<file path="config.mk">
export PLATFORM = sky130hd
export DESIGN_NAME = uart_tx_param
export DESIGN_NICKNAME = d
export VERILOG_FILES = /design/src/rtl/uart_tx_param.sv
export SDC_FILE = /design/constraint.sdc
export NUM_CORES = 1
export LEC_CHECK = 0
export ABC_AREA = 1
export BUFFER_PORTS_ARGS = -buffer_cell sky130_fd_sc_hd__buf_2
export CAP_MARGIN = 20
export CORE_MARGIN = 2
export CORE_UTILIZATION = 45
export DETAILED_ROUTE_END_ITERATION = 16
export GPL_TIMING_DRIVEN = 0
export HOLD_SLACK_MARGIN = 0.03
export MAX_ROUTING_LAYER = met4
export PLACE_DENSITY = 0.75
export SYNTH_ARGS = -nofsm -noshare
export SYNTH_HDL_FRONTEND = slang
export SYNTH_SLANG_ARGS = --single-unit
</file>
<file path="constraint.sdc">
create_clock -name clk_50m -period 1.1 [get_ports clk_50m]
set_input_delay 0.055 -clock clk_50m [delete_from_list [all_inputs] [get_ports clk_50m]]
set_output_delay 0.055 -clock clk_50m [all_outputs]
set_load 0.005 [all_outputs]
</file>
<file path="src/rtl/uart_tx_param.sv">
// Parametrised UART transmitter: start bit, DATA_BITS data bits LSB-first, optional parity,
// STOP_BITS stop bits, paced by an external clken tick. Parity bit present when UART_TX_PARITY_EN is defined.
module uart_tx_param #(
    parameter int DATA_BITS  = 8,
    parameter int STOP_BITS  = 1,
    parameter int PARITY_ODD = 0
) (
    input  logic                 clk_50m,
    input  logic                 rst,
    input  logic                 clken,
    input  logic [DATA_BITS-1:0] data_in,
    input  logic                 data_valid,
    output logic                 data_ready,
    output logic                 tx,
    output logic                 tx_busy,
    output logic                 tx_done
);

    localparam int BW = $clog2(DATA_BITS + 1);
    localparam logic [BW-1:0] LAST_BIT  = BW'(DATA_BITS - 1);
    localparam logic [1:0]    STOP_LAST = 2'(STOP_BITS);

    localparam logic [2:0] S_IDLE   = 3'd0;
    localparam logic [2:0] S_START  = 3'd1;
    localparam logic [2:0] S_DATA   = 3'd2;
    localparam logic [2:0] S_STOP   = 3'd4;
`ifdef UART_TX_PARITY_EN
    localparam logic [2:0] S_PARITY = 3'd3;
    localparam logic       ODD_BIT  = (PARITY_ODD != 0);
`endif

    if (DATA_BITS < 5 || DATA_BITS > 9 || STOP_BITS < 1 || STOP_BITS > 2 ||
        PARITY_ODD < 0 || PARITY_ODD > 1) begin : g_bad_params
        $error("uart_tx_param: illegal parameter value");
    end

    logic [2:0]           state_q, state_d;
    logic [DATA_BITS-1:0] shreg_q, shreg_d;
    logic [BW-1:0]        bitcnt_q, bitcnt_d;
    logic [1:0]           stopcnt_q, stopcnt_d;
    logic                 tx_q, tx_d;
`ifdef UART_TX_PARITY_EN
    logic                 par_q, par_d;
`endif

    always_comb begin
        state_d   = state_q;
        shreg_d   = shreg_q;
        bitcnt_d  = bitcnt_q;
        stopcnt_d = stopcnt_q;
        tx_d      = tx_q;
`ifdef UART_TX_PARITY_EN
        par_d     = par_q;
`endif
        case (state_q)
            S_IDLE: begin
                // clken deliberately ignored here so the start bit is a full interval
                if (data_valid) begin
                    shreg_d   = data_in;
                    bitcnt_d  = '0;
                    stopcnt_d = '0;
`ifdef UART_TX_PARITY_EN
                    par_d     = 1'b0;
`endif
                    state_d   = S_START;
                end
            end
            S_START: begin
                if (clken) begin
                    tx_d    = 1'b0;
                    state_d = S_DATA;
                end
            end
            S_DATA: begin
                if (clken) begin
                    tx_d     = shreg_q[0];
                    shreg_d  = shreg_q >> 1;
                    bitcnt_d = bitcnt_q + 1'b1;
`ifdef UART_TX_PARITY_EN
                    par_d    = par_q ^ shreg_q[0];
                    if (bitcnt_q == LAST_BIT) state_d = S_PARITY;
`else
                    if (bitcnt_q == LAST_BIT) state_d = S_STOP;
`endif
                end
            end
`ifdef UART_TX_PARITY_EN
            S_PARITY: begin
                if (clken) begin
                    tx_d    = par_q ^ ODD_BIT;
                    state_d = S_STOP;
                end
            end
`endif
            S_STOP: begin
                // the tick after the last stop interval ends the frame
                if (clken) begin
                    stopcnt_d = stopcnt_q + 2'd1;
                    tx_d      = 1'b1;
                    if (stopcnt_q == STOP_LAST) state_d = S_IDLE;
                end
            end
            default: state_d = S_IDLE;
        endcase
    end

    always_ff @(posedge clk_50m) begin
        if (rst) begin
            state_q   <= S_IDLE;
            shreg_q   <= '0;
            bitcnt_q  <= '0;
            stopcnt_q <= '0;
            tx_q      <= 1'b1;
`ifdef UART_TX_PARITY_EN
            par_q     <= 1'b0;
`endif
        end else begin
            state_q   <= state_d;
            shreg_q   <= shreg_d;
            bitcnt_q  <= bitcnt_d;
            stopcnt_q <= stopcnt_d;
            tx_q      <= tx_d;
`ifdef UART_TX_PARITY_EN
            par_q     <= par_d;
`endif
        end
    end

    assign tx         = tx_q;
    assign data_ready = (state_q == S_IDLE);
    assign tx_busy    = (state_q != S_IDLE);
    assign tx_done    = (state_q == S_STOP) && clken && (stopcnt_q == STOP_LAST);

endmodule

</file>
Word-level counts from Yosys, hierarchy flattened
Cells that the tools add are included.
Storage, ports and cells
  flip-flop bits (word level): 18
  output and inout bits: 4
  logic and storage cells: 49
Cells by class
  add/subtract/negate cells: 2
  equality and inequality tests: 11
  muxes and demuxes: 20
  reductions and logical operators: 11
Operators by type and width (count)
  $mux W3: 6
  $mux W8: 2
  $pmux W8 S2: 1
  $ne A2 B2 Y1 const B: 6
  $pmux W3 S4: 1
  $mux W4: 2
  $pmux W4 S2: 1
  $reduce_and A3 Y1: 2
  $reduce_and A6 Y1: 1
  $reduce_bool A3 Y1: 2
  $add A4 B1 Y4 const B: 1
  $eq A4 B3 Y1 const B: 1
  $mux W2: 2
  $pmux W2 S2: 1
  $reduce_and A4 Y1: 1
  $reduce_bool A2 Y1: 2
  $eq A3 B1 Y1 const B: 1
  $eq A3 B2 Y1 const B: 1
  $eq A3 B3 Y1 const B: 1
  $logic_not A3 Y1: 1
  $mux W1: 3
  $pmux W1 S3: 1
  $add A2 B1 Y2 const B: 1
  $eq A2 B1 Y1 const B: 1
  $logic_and A1 B1 Y1: 2

Depth between registers and ports, before layout
Gate-level depths: netlist (run 1).
  depth in word-level cells: 4
  mapped depth: 9

Worst setup path before layout (run 1)
No wires, ideal clock.
  path kind: reg-to-reg
  from: register state_q[0]
  to: register shreg_q[2]
  arrival time: 1.122 ns
  required time: 0.987 ns
  setup slack: -0.135 ns
  stages on the path, launching flop included: 10
  path buffers: 1
  period minus slack after synthesis: 1.235 ns
  cells stage by stage: dfxtp_1 -> nor2_4 -> inv_2 -> nor2_4 -> inv_4 -> nand2_2 -> nand2_2 -> buf_6 -> o21ai_1 -> nor2_1
Between the ends
  longest elaborated chain between the ends: 3
  elaborated cells on any way between the ends: 7
RTL lines
  start: declaration: RTL line 37  | logic [2:0] state_q, state_d;
  start signal: assignment: RTL line 118  | state_q <= state_d;
  $logic_not A3 Y1 *
  via data_ready: RTL line 13  | output logic data_ready,
  $ne A2 B2 Y1 (no source line) or $reduce_bool A2 Y1 (tied branches)
  $reduce_and A3 Y1 (no source line)
  end signal: assignment: RTL line 119  | shreg_q <= shreg_d;
  end: declaration: RTL line 38  | logic [DATA_BITS-1:0] shreg_q, shreg_d;
Mark *: on every way through the listed nets, which the timed path passes. The rest lies on a longest branch.
A chain may end at the register's enable or synchronous reset.

Worst setup path in the final report (run 1)
  from: register state_q[1]
  to: register shreg_q[6]
Between the ends
  longest elaborated chain between the ends: 3
  elaborated cells on any way between the ends: 7
RTL lines
  $eq A3 B2 Y1 or $logic_not A3 Y1 (tied branches): RTL line 55  | case (state_q)
  $ne A2 B2 Y1 (no source line) or $reduce_bool A2 Y1 (tied branches)
  $reduce_and A3 Y1 (no source line)
Several ways; a longest one is shown, not always the timed one.

==> results of run 1 <==
==> cell type report <==
cell class | instances | area, sq um | share of cell area
clock buffers | 3 | 22.5 | 0.0184
well taps | 28 | 35.0 | 0.0286
inverters | 12 | 47.5 | 0.0389
plain buffers | 3 | 26.3 | 0.0215
flip-flops and latches | 18 | 369 | 0.302
multi-input cells | 112 | 617 | 0.504
repair buffers | 18 | 106 | 0.0869
==> power by group through the flow <==
stage | clock network [mW] | registers [mW] | logic [mW]
2_1_floorplan | 0 | 1.01 | 1.44
3_3_place_gp | 0 | 1.02 | 1.75
3_5_place_dp | 0 | 1.04 | 1.79
4_1_cts | 0.332 | 1.03 | 2.01
5_1_grt | 0.372 | 1.06 | 2.28
6_report | 0.316 | 1.03 | 2.04
==> layer usage <==
layer / up-vias / GRT usage / share of wire / wire length [um]
li1: 499 / - / - / -
met2: 12 / 0.333 / 0.53 / 1070
met1: 431 / 0.202 / 0.43 / 876
met3: 4 / 0.0263 / 0.025 / 51
met4: 0 / 0.0789 / 0.014 / 29
met5: - / - / 0 / 0
==> path summary, 6_finish.rpt <==
kind | start | endpoint | slack, ns
setup / recovery | state_q[1]$_SDFFE_PP0P_ | shreg_q[6]$_SDFFE_PP0P_ | -0.23
hold reg to reg | shreg_q[7]$_SDFFE_PP0P_ | shreg_q[7]$_SDFFE_PP0P_ | 0.47
hold / removal | clken | tx$_SDFFE_PP1P_ | 0.05
setup reg to reg | state_q[1]$_SDFFE_PP0P_ | shreg_q[6]$_SDFFE_PP0P_ | -0.23
==> sequential cells by signal, indices dropped and copies added (netlist names) <==
signal	cells
tx	1
shreg_q	8
bitcnt_q	4
state_q	3
stopcnt_q	2
==> cell families after synthesis <==
family,count (synthesis),share of synthesized area
buf+inv,15,0.0728
simple gates,90,0.417
compound gates,19,0.121
fa+ha+maj,2,0.0247
flops,18,0.356
xor+xnor,1,0.00864
==> stage by stage <==
stage	TNS [ns]	setup slack (ns)	instance area, sq um	util	cells
detailed placement	-3.17	-0.249	1120	0.517	187
floorplan	-1.30	-0.127	1020	-	145
global placement	-2.56	-0.205	1120	0.517	187
finish	-3.34	-0.226	1220	0.564	194
global route	-5.40	-0.332	1220	0.564	194
CTS	-3.32	-0.231	1200	0.554	194
==> cells in the final DEF (no fill, tap or decap), types with 2 or more instances in the layout <==
| cell | instances |
|---|---|
| a21oi_2 | 3 |
| nand2_4 | 2 |
| nor2_1 | 30 |
| nor2_4 | 4 |
| dfxtp_1 | 13 |
| nand3_2 | 3 |
| o21ai_1 | 6 |
| inv_2 | 5 |
| inv_1 | 6 |
| buf_4 | 2 |
| nand2_1 | 34 |
| buf_6 | 3 |
| buf_2 | 14 |
| o21ai_0 | 2 |
| nand2_2 | 9 |
| nand3_1 | 4 |
| a21oi_1 | 5 |
| clkbuf_4 | 3 |
| dfxtp_2 | 4 |
==> critical path: cells and delay by family, from the launching register on <==
family	cells	cell delay [ns]
AND/OR/NAND/NOR	5	0.48
buffers and inverters	3	0.27
flip-flops	1	0.36
AO/OA/AOI/OAI	1	0.12
==> what timing repair did <==
item / 4_1_cts / 5_1_grt
buffers inserted: 3 / 0
setup endpoints to repair: 21 / 21
endpoints found under the hold margin: 1 / 0
hold buffers: 1 / 0
pin swaps: 2 / 0
resized for setup: 8 / 6
==> flow_summary.yaml, run 1 <==
min_path:
  holdPathStages: 3
  hold_path_class: "in2reg"
pwr:
  powerDensity_mw_per_mm2: 2770
  power.share.clock: 0.093
  swShare: 0.462
  power_frac_comb: 0.602
  p_seq_frac: 0.304
  p_leak_nw: 0.564
  p_int_mw: 1.82
  p_total_mw: 3.39
  p_switching_mw: 1.57
  ir_drop_v: 0.00143
critical_path:
  path_class: "reg2reg"
  slowest_delay_ns: 0.36
  cp.required_ns: 1.29
  path_cells: "nor2_4 > inv_2 > nor2_4 > inv_4 > nand2_2 > nand2_2 > buf_6 > o21ai_1 > nor2_1"
  worstSetupStartpointType: "flop"
  endpoint_kind: "flop"
  crit_arrival_ns: 1.51
  crit_fanout: 10
  cpMaxStageDelayCell: "dfxtp_2"
  r2r_cells: 9
sta:
  slew_headroom: 0.665
  fin_crit_ns: 1.33
  max_freq_mhz: 754
  finalSetupViolations: 21
  finalMaxSlewViolations: 0
  holdWs_ns: 0.0515
  skew_ns: 0.000929
  finalHoldViolCount: 0
  rsz0062_at_grt: "true"
  layout_setup_ws_ns: -0.226
  period_share: 1.21
  worst_pin_slew_ns: 0.503
synthesis:
  seq_area_frac_synth: 0.356
  synth_area_leader_cell: "dfxtp_1"
  netlist_instances: 145
  ys_warn_count: 0
  synth-edff-count: 0
  yosysMostFrequentCell: "nand2_1"
  synth_seq_cells: 18
  synth_common_cells: "nand2_1, nor2_1, dfxtp_1, nand2_2"
  ys_async_sr_fraction: 0
  ys_types: 24
  synth_fp_nets: 159
  synthTopCellsByArea: "dfxtp_1, nand2_1, nor2_1"
  synth_area_per_cell_sq_um: 6.99
  netlist.area_leader.share: 0.356
  ys.flop_type: "dfxtp_1"
  netlist_area_sq_mm: 0.00101
floorplanning:
  rows: 17
  die_h_um: 51.5
  core_area_sq_mm: 0.00217
  die_x_um: 51.5
  start_util: 0.467
  dieArea_sq_mm: 0.00265
  io_pins: 16
route:
  drtPass1Iterations: 4
  drtAntennaViolNets: 0
  vias: 946
  totalWireLength_um: 2030
  viasPerCell: 4.88
  drc: 0
  drt_iter0_drc: 10
  wl_per_cell_um: 10.5
clock_tree:
  clock-sinks: 18
  path_clk_slew_ns: 0.09
  root_buffer: "clkbuf_4"
  cts_tree: "built"
  worstSkewPairLatency_ns: 0.29
  cts_buffers: 3
  cts.htree.levels: 1
  cts.path.max_buffers: 2
global_routing:
  track_usage: 0.185
  grt_pass1_vias: 884
  grt-ovfl-total: 0
  antenna_found_initial: 0
  grt_pass1_wl_um: 3560
  grt_start_max_net_pins: 11
final_layout:
  drive_above_1_share: 0.349
  fillers: 236
  area_growth_pct: 20.7
  antenna_cells: 0
  final_nets: 182
placement:
  gp_congestion: 0.841
  dp.final_hpwl_um: 1470
  numPortBuffers: 14
outcome:
  status: "finished, violations left"
  violations: "setup timing"
run:
  max-cap-violations: 0
No activity file was read; power rests on OpenSTA's default activity.
==> inputs of run 2 (changes only) <==
SETUP_SLACK_MARGIN = 0.2   (was default)
==> run 2 against run 1 <==
The flow still finishes with violations (setup timing). Power up 13%. Largest cell class unchanged. Combinational power up 17%. Utilization up 4.6 points. Cell count up 2.6%. Sequential power about the same.
==> flow_summary.yaml, run 2 (synthesis gave the netlist of run 1 again) <==
outcome:
  status: "finished, violations left"
  violations: "setup timing"
floorplanning:
  die_h_um: 51.5
  die_x_um: 51.5
  core_area_sq_mm: 0.00217
  dieArea_sq_mm: 0.00265
  rows: 17
  io_pins: 16
  start_util: 0.467
final_layout:
  final_common_cell: "nand2_1"
  final_nets: 186
  drive_above_1_share: 0.421
  area_growth_pct: 30.5
  largest_register_ffs: 8
  regMostFlops: "shreg_q"
  antenna_cells: 0
  fillers: 210
  final_cells: 199
  mostFrequentLayoutCells: "nand2_1, nor2_1, buf_2, dfxtp_1, nand2_2"
  top_regs: "shreg_q x8, bitcnt_q x4, state_q x3"
pwr:
  p_switching_mw: 1.77
  ir_drop_v: 0.00203
  powerDensity_mw_per_mm2: 2900
  p_int_mw: 2.07
  p_seq_frac: 0.272
  power_frac_comb: 0.620
  p_leak_nw: 0.602
  power.share.clock: 0.108
  swShare: 0.461
critical_path:
  r2r_start: "state_q[0]$_SDFFE_PP0P_"
  cp.required_ns: 1.32
  path_class: "reg2reg"
  crit_fanout: 4
  crit_arrival_ns: 1.56
  r2r_cells: 8
  reg2reg_to: "bitcnt_q[0]$_SDFFE_PP0P_"
  endpoint_kind: "flop"
  worstSetupStartpointType: "flop"
  rrSetupSlack_ns: -0.23
sta:
  finalSetupViolations: 21
  finalHoldViolCount: 0
  fin_crit_ns: 1.33
  period_share: 1.21
  worst_pin_slew_ns: 0.586
  rsz0062_at_grt: "true"
  layout_setup_ws_ns: -0.234
  slew_headroom: 0.609
  skew_ns: 0.00864
  fin_tns_setup_ns: -3.72
  finalMaxSlewViolations: 0
  max_freq_mhz: 750
placement:
  numPortBuffers: 14
  gp_congestion: 0.805
  dp.final_hpwl_um: 1550
  place_inst: 187
route:
  wl_per_cell_um: 11.8
  viasPerCell: 4.98
  totalWireLength_um: 2360
  vias: 992
  drt_iter0_drc: 12
  drc: 0
  drtAntennaViolNets: 0
  drtPass1Iterations: 4
min_path:
  hold_path_class: "in2reg"
  holdCritStartpoint: "clken"
  holdPathStages: 3
  worstHoldEndpoint: "tx$_SDFFE_PP1P_"
clock_tree:
  worstSkewPairLatency_ns: 0.30
  path_clk_slew_ns: 0.11
  cts_buffers: 3
  clock-sinks: 18
  cts.htree.levels: 1
  cts.path.max_buffers: 2
  cts_tree: "built"
  root_buffer: "clkbuf_4"
global_routing:
  grt-ovfl-total: 0
  track_usage: 0.201
  grt_pass1_wl_um: 3840
  grt_start_max_net_pins: 11
  antenna_found_initial: 0
  grt_pass1_vias: 956
run:
  max-cap-violations: 0
## run 2: cell types whose count changed in the layout (fill, tap and decap cells not counted), moves of 2 or more
cell	change
buf_4	+2
buf_6	+2
inv_2	-2
inv_4	+2
nand2_2	-2
nand2_4	+2
nor2_1	-2
nor2_2	+3
o21ai_1	-4
o21ai_2	+5
## run 2: layer usage
layer | GRT usage | share of wire | vias to the layer above | wire [um]
li1 | - | - | 514 | -
met4 | 0.0965 | 0.027 | 0 | 64
met3 | 0.0351 | 0.031 | 8 | 73
met5 | - | 0 | - | 0
met2 | 0.361 | 0.53 | 22 | 1250
met1 | 0.211 | 0.41 | 448 | 970
## run 2: critical path: stages (launching register included)
cell and delay, ns:
dfxtp_4 0.39, nor2_4 0.16, inv_2 0.06, nor2_4 0.12, inv_4 0.06, a21oi_4 0.17
buf_6 0.13, nand2_1 0.06, a21oi_2 0.10
## run 2: how the worst max path moves through the flow
stage                       startpoint                       end  depth (start not counted)
5_1_grt        state_q[0]$_SDFFE_PP0P_                   tx_done                          4
2_1_floorplan  state_q[0]$_SDFFE_PP0P_   shreg_q[2]$_SDFFE_PP0P_                          9
3_3_place_gp   state_q[0]$_SDFFE_PP0P_  bitcnt_q[2]$_SDFFE_PP0P_                          7
4_1_cts        state_q[1]$_SDFFE_PP0P_  bitcnt_q[0]$_SDFFE_PP0P_                          8
6_report       state_q[0]$_SDFFE_PP0P_  bitcnt_q[0]$_SDFFE_PP0P_                          8
3_5_place_dp   state_q[0]$_SDFFE_PP0P_  bitcnt_q[0]$_SDFFE_PP0P_                          7
## run 2: power by group through the flow
stage / clock, mW / sequential [mW] / combinational [mW]
after CTS: 0.419 / 1.02 / 2.22
final: 0.413 / 1.05 / 2.38
after global routing: 0.448 / 1.07 / 2.62
after global placement: 0 / 1.03 / 1.75
after floorplan: 0 / 1.01 / 1.45
after detailed placement: 0 / 1.03 / 1.80
## run 2: cell type report
| cell class | instances | area, sq um | area share |
|---|---|---|---|
| plain buffers | 3 | 26.3 | 0.0199 |
| clock buffers | 4 | 36.3 | 0.0274 |
| inverters | 12 | 52.6 | 0.0397 |
| multi-input cells | 112 | 657 | 0.497 |
| flip-flops and latches | 18 | 372 | 0.281 |
| well taps | 28 | 35.0 | 0.0265 |
| repair buffers | 22 | 144 | 0.109 |
## run 2: stage by stage
| step | setup slack [ns] | hold slack (ns) | util | instance area, sq um | total power [mW] |
|---|---|---|---|---|---|
| after floorplan | -0.127 | 0.202 | - | 1020 | 2.46 |
| after global placement | -0.196 | 0.321 | 0.520 | 1130 | 2.78 |
| after detailed placement | -0.229 | 0.330 | 0.520 | 1130 | 2.84 |
| after CTS | -0.175 | 0.0426 | 0.585 | 1270 | 3.67 |
| after global routing | -0.284 | 0.0881 | 0.610 | 1320 | 4.14 |
| final | -0.234 | 0.0664 | 0.610 | 1320 | 3.84 |
## run 2: timing repair
item,CTS,global route
buffers inserted,6,0
cloned,1,0
hold buffers,1,0
setup endpoints to repair,21,21
pin swaps,3,8
hold endpoints to repair,1,0
resized for setup,14,15
==> inputs of run 3 (changes only) <==
ABC_AREA = 0   (was 1)
PLACE_DENSITY = 0.76   (was 0.75)
==> run 3 against run 2 <==
The run still ends with setup timing left. Critical path depth fell by 4. Area after synthesis fell by 10%. Cell count fell by 15%. Worst hold slack improved by 0.012 ns. Synthesized cell count fell by 28%. Final area rose by 11%. Global-route usage rose by 3.0 points. Power fell by 61%. Clock skew fell by 0.0080 ns. Non-clock buffer count rose by 19.
==> flow_summary.yaml, run 3 <==
outcome:
  status: "finished, violations left"
  violations: "setup timing"
sta:
  holdWs_ns: 0.0787
  period_share: 1.27
  finalHoldViolCount: 0
  worst_pin_slew_ns: 0.572
  rsz0062_at_grt: "true"
  fin_tns_setup_ns: -4.27
  fin_crit_ns: 1.40
  skew_ns: 0.000664
  finalSetupViolations: 21
  finalMaxSlewViolations: 0
  max_freq_mhz: 713
  layout_setup_ws_ns: -0.302
  slew_headroom: 0.619
critical_path:
  cp.required_ns: 1.04
  crit_arrival_ns: 1.35
  endpoint_kind: "output port"
  crit_fanout: 5
  path_class: "reg2out"
  worstSetupStartpointType: "flop"
  rrSetupSlack_ns: -0.29
final_layout:
  antenna_cells: 0
  post-route-util: 0.753
  drive_above_1_share: 0.538
  top_regs: "shreg_q x8, bitcnt_q x4, state_q x3"
  area_growth_pct: 60.8
  regMostFlops: "shreg_q"
  final_common_cell: "buf_4"
  final_cells: 170
  fillers: 133
  final_nets: 159
  largest_register_ffs: 8
  mostFrequentLayoutCells: "buf_4, dfxtp_1, buf_2, a21oi_2, a211oi_1"
global_routing:
  use_met3: 0.0368
  top_usage_layer: "met2"
  grt-ovfl-total: 0
  grt_use_met1: 0.261
  met2_usage: 0.402
  grt_start_max_net_pins: 11
  grt_pass1_wl_um: 4070
  antenna_found_initial: 0
  track_usage: 0.231
  grt_pass1_vias: 868
route:
  drt_iter0_drc: 11
  drc: 0
  wl_per_cell_um: 15.7
  drtPass1Iterations: 4
  drtAntennaViolNets: 0
  vias: 958
  totalWireLength_um: 2680
  viasPerCell: 5.64
synthesis:
  synthTopCellsByArea: "dfxtp_1, a21oi_1, mux2i_1"
  synth_common_cells: "dfxtp_1, a21oi_1, a211oi_1, mux2i_1, nand3_1"
  synth_area_leader_cell: "dfxtp_1"
  yosysMostFrequentCell: "dfxtp_1"
  synth_fp_nets: 118
  synth_area_per_cell_sq_um: 8.75
  synth-edff-count: 0
  seq_area_frac_synth: 0.396
  netlist.area_leader.share: 0.396
  netlist_instances: 104
  ys_types: 28
  ys_async_sr_fraction: 0
  ys.flop_type: "dfxtp_1"
  netlist_area_sq_um: 910
  synth_seq_cells: 18
  ys_warn_count: 0
placement:
  numPortBuffers: 14
  gp_congestion: 0.800
  place_inst: 145
  dp.final_hpwl_um: 1420
clock_tree:
  cts_tree: "built"
  cts_buffers: 3
  root_buffer: "clkbuf_4"
  worstSkewPairLatency_ns: 0.29
  clock-sinks: 18
  path_clk_slew_ns: 0.10
  cts.path.max_buffers: 2
  cts.htree.levels: 1
floorplanning:
  start_util: 0.468
  dieArea_sq_mm: 0.00240
  die_h_um: 49.0
  die_x_um: 49.0
  core_area_sq_mm: 0.00194
  io_pins: 16
  rows: 16
pwr:
  p_int_mw: 1.06
  ir_drop_v: 0.000814
  power_frac_comb: 0.297
  power.share.clock: 0.221
  swShare: 0.296
  p_switching_mw: 0.446
  powerDensity_mw_per_mm2: 1030
  p_leak_nw: 0.540
  p_seq_frac: 0.481
run:
  max-cap-violations: 0
min_path:
  hold_path_class: "in2reg"
[run 3: kinds of logic (layout without fill, tap and decap cells)]
| family | count (synthesis) | after routing | share of synthesized area |
|---|---|---|---|
| AO/OA/AOI/OAI | 36 | 36 | 0.241 |
| AND/OR/NAND/NOR | 26 | 26 | 0.177 |
| multiplexers | 9 | 9 | 0.100 |
| adder cells (fa/ha/maj) | 2 | 2 | 0.0275 |
| buffers and inverters | 13 | 52 | 0.0578 |
| flip-flops | 18 | 18 | 0.396 |
[run 3: worst paths after layout]
kind	start	to	cells past startpoint
hold reg to reg	shreg_q[7]$_SDFFE_PP0P_	shreg_q[7]$_SDFFE_PP0P_	2
setup reg to reg	state_q[0]$_SDFFE_PP0P_	bitcnt_q[2]$_SDFFE_PP0P_	4
setup / recovery	state_q[1]$_SDFFE_PP0P_	data_ready	4
hold / removal	data_valid	shreg_q[7]$_SDFFE_PP0P_	3
[run 3: layer usage]
layer / wire length, um / up-vias
met2: 1400 / 18
met4: 61 / 0
met3: 75 / 6
met5: 0 / -
met1: 1140 / 461
li1: - / 473
[run 3: through the flow]
step	worst slack [ns]	instance area, sq um	power, mW
floorplan	-0.162	963	0.926
global placement	-0.291	1070	0.997
detailed placement	-0.316	1070	1.00
CTS	-0.299	1280	1.41
global route	-0.350	1460	1.58
finish	-0.302	1460	1.51
[run 3: layout make-up]
| type | count | area [sq um] | share of cell area |
|---|---|---|---|
| plain buffers | 8 | 77.6 | 0.0530 |
| clock buffers | 3 | 22.5 | 0.0154 |
| inverters | 5 | 18.8 | 0.0128 |
| multi-input cells | 73 | 641 | 0.438 |
| flip-flops and latches | 18 | 370 | 0.253 |
| well taps | 27 | 33.8 | 0.0231 |
| repair buffers | 36 | 299 | 0.204 |
[run 3: critical path, cell delays in order (launching register included)]
cell and delay (ns):
dfxtp_2 0.34, buf_8 0.13, or3_4 0.40, inv_2 0.07
buf_2 0.10
[run 3: power groups by stage]
stage               registers [mW]  clock network [mW]  logic (mW)
floorplan                    0.731                   0       0.195
global placement             0.734                   0       0.262
detailed placement           0.736                   0       0.268
CTS                          0.720               0.339       0.356
global route                 0.730               0.366       0.485
finish                       0.727               0.334       0.449
[run 3: what timing repair did]
item	CTS	global route
setup buffers	12	8
setup endpoints to repair	21	21
resized for setup	21	26
cloned	1	0
pin swaps	10	14
hold endpoints to repair	0	1
hold buffers	0	1
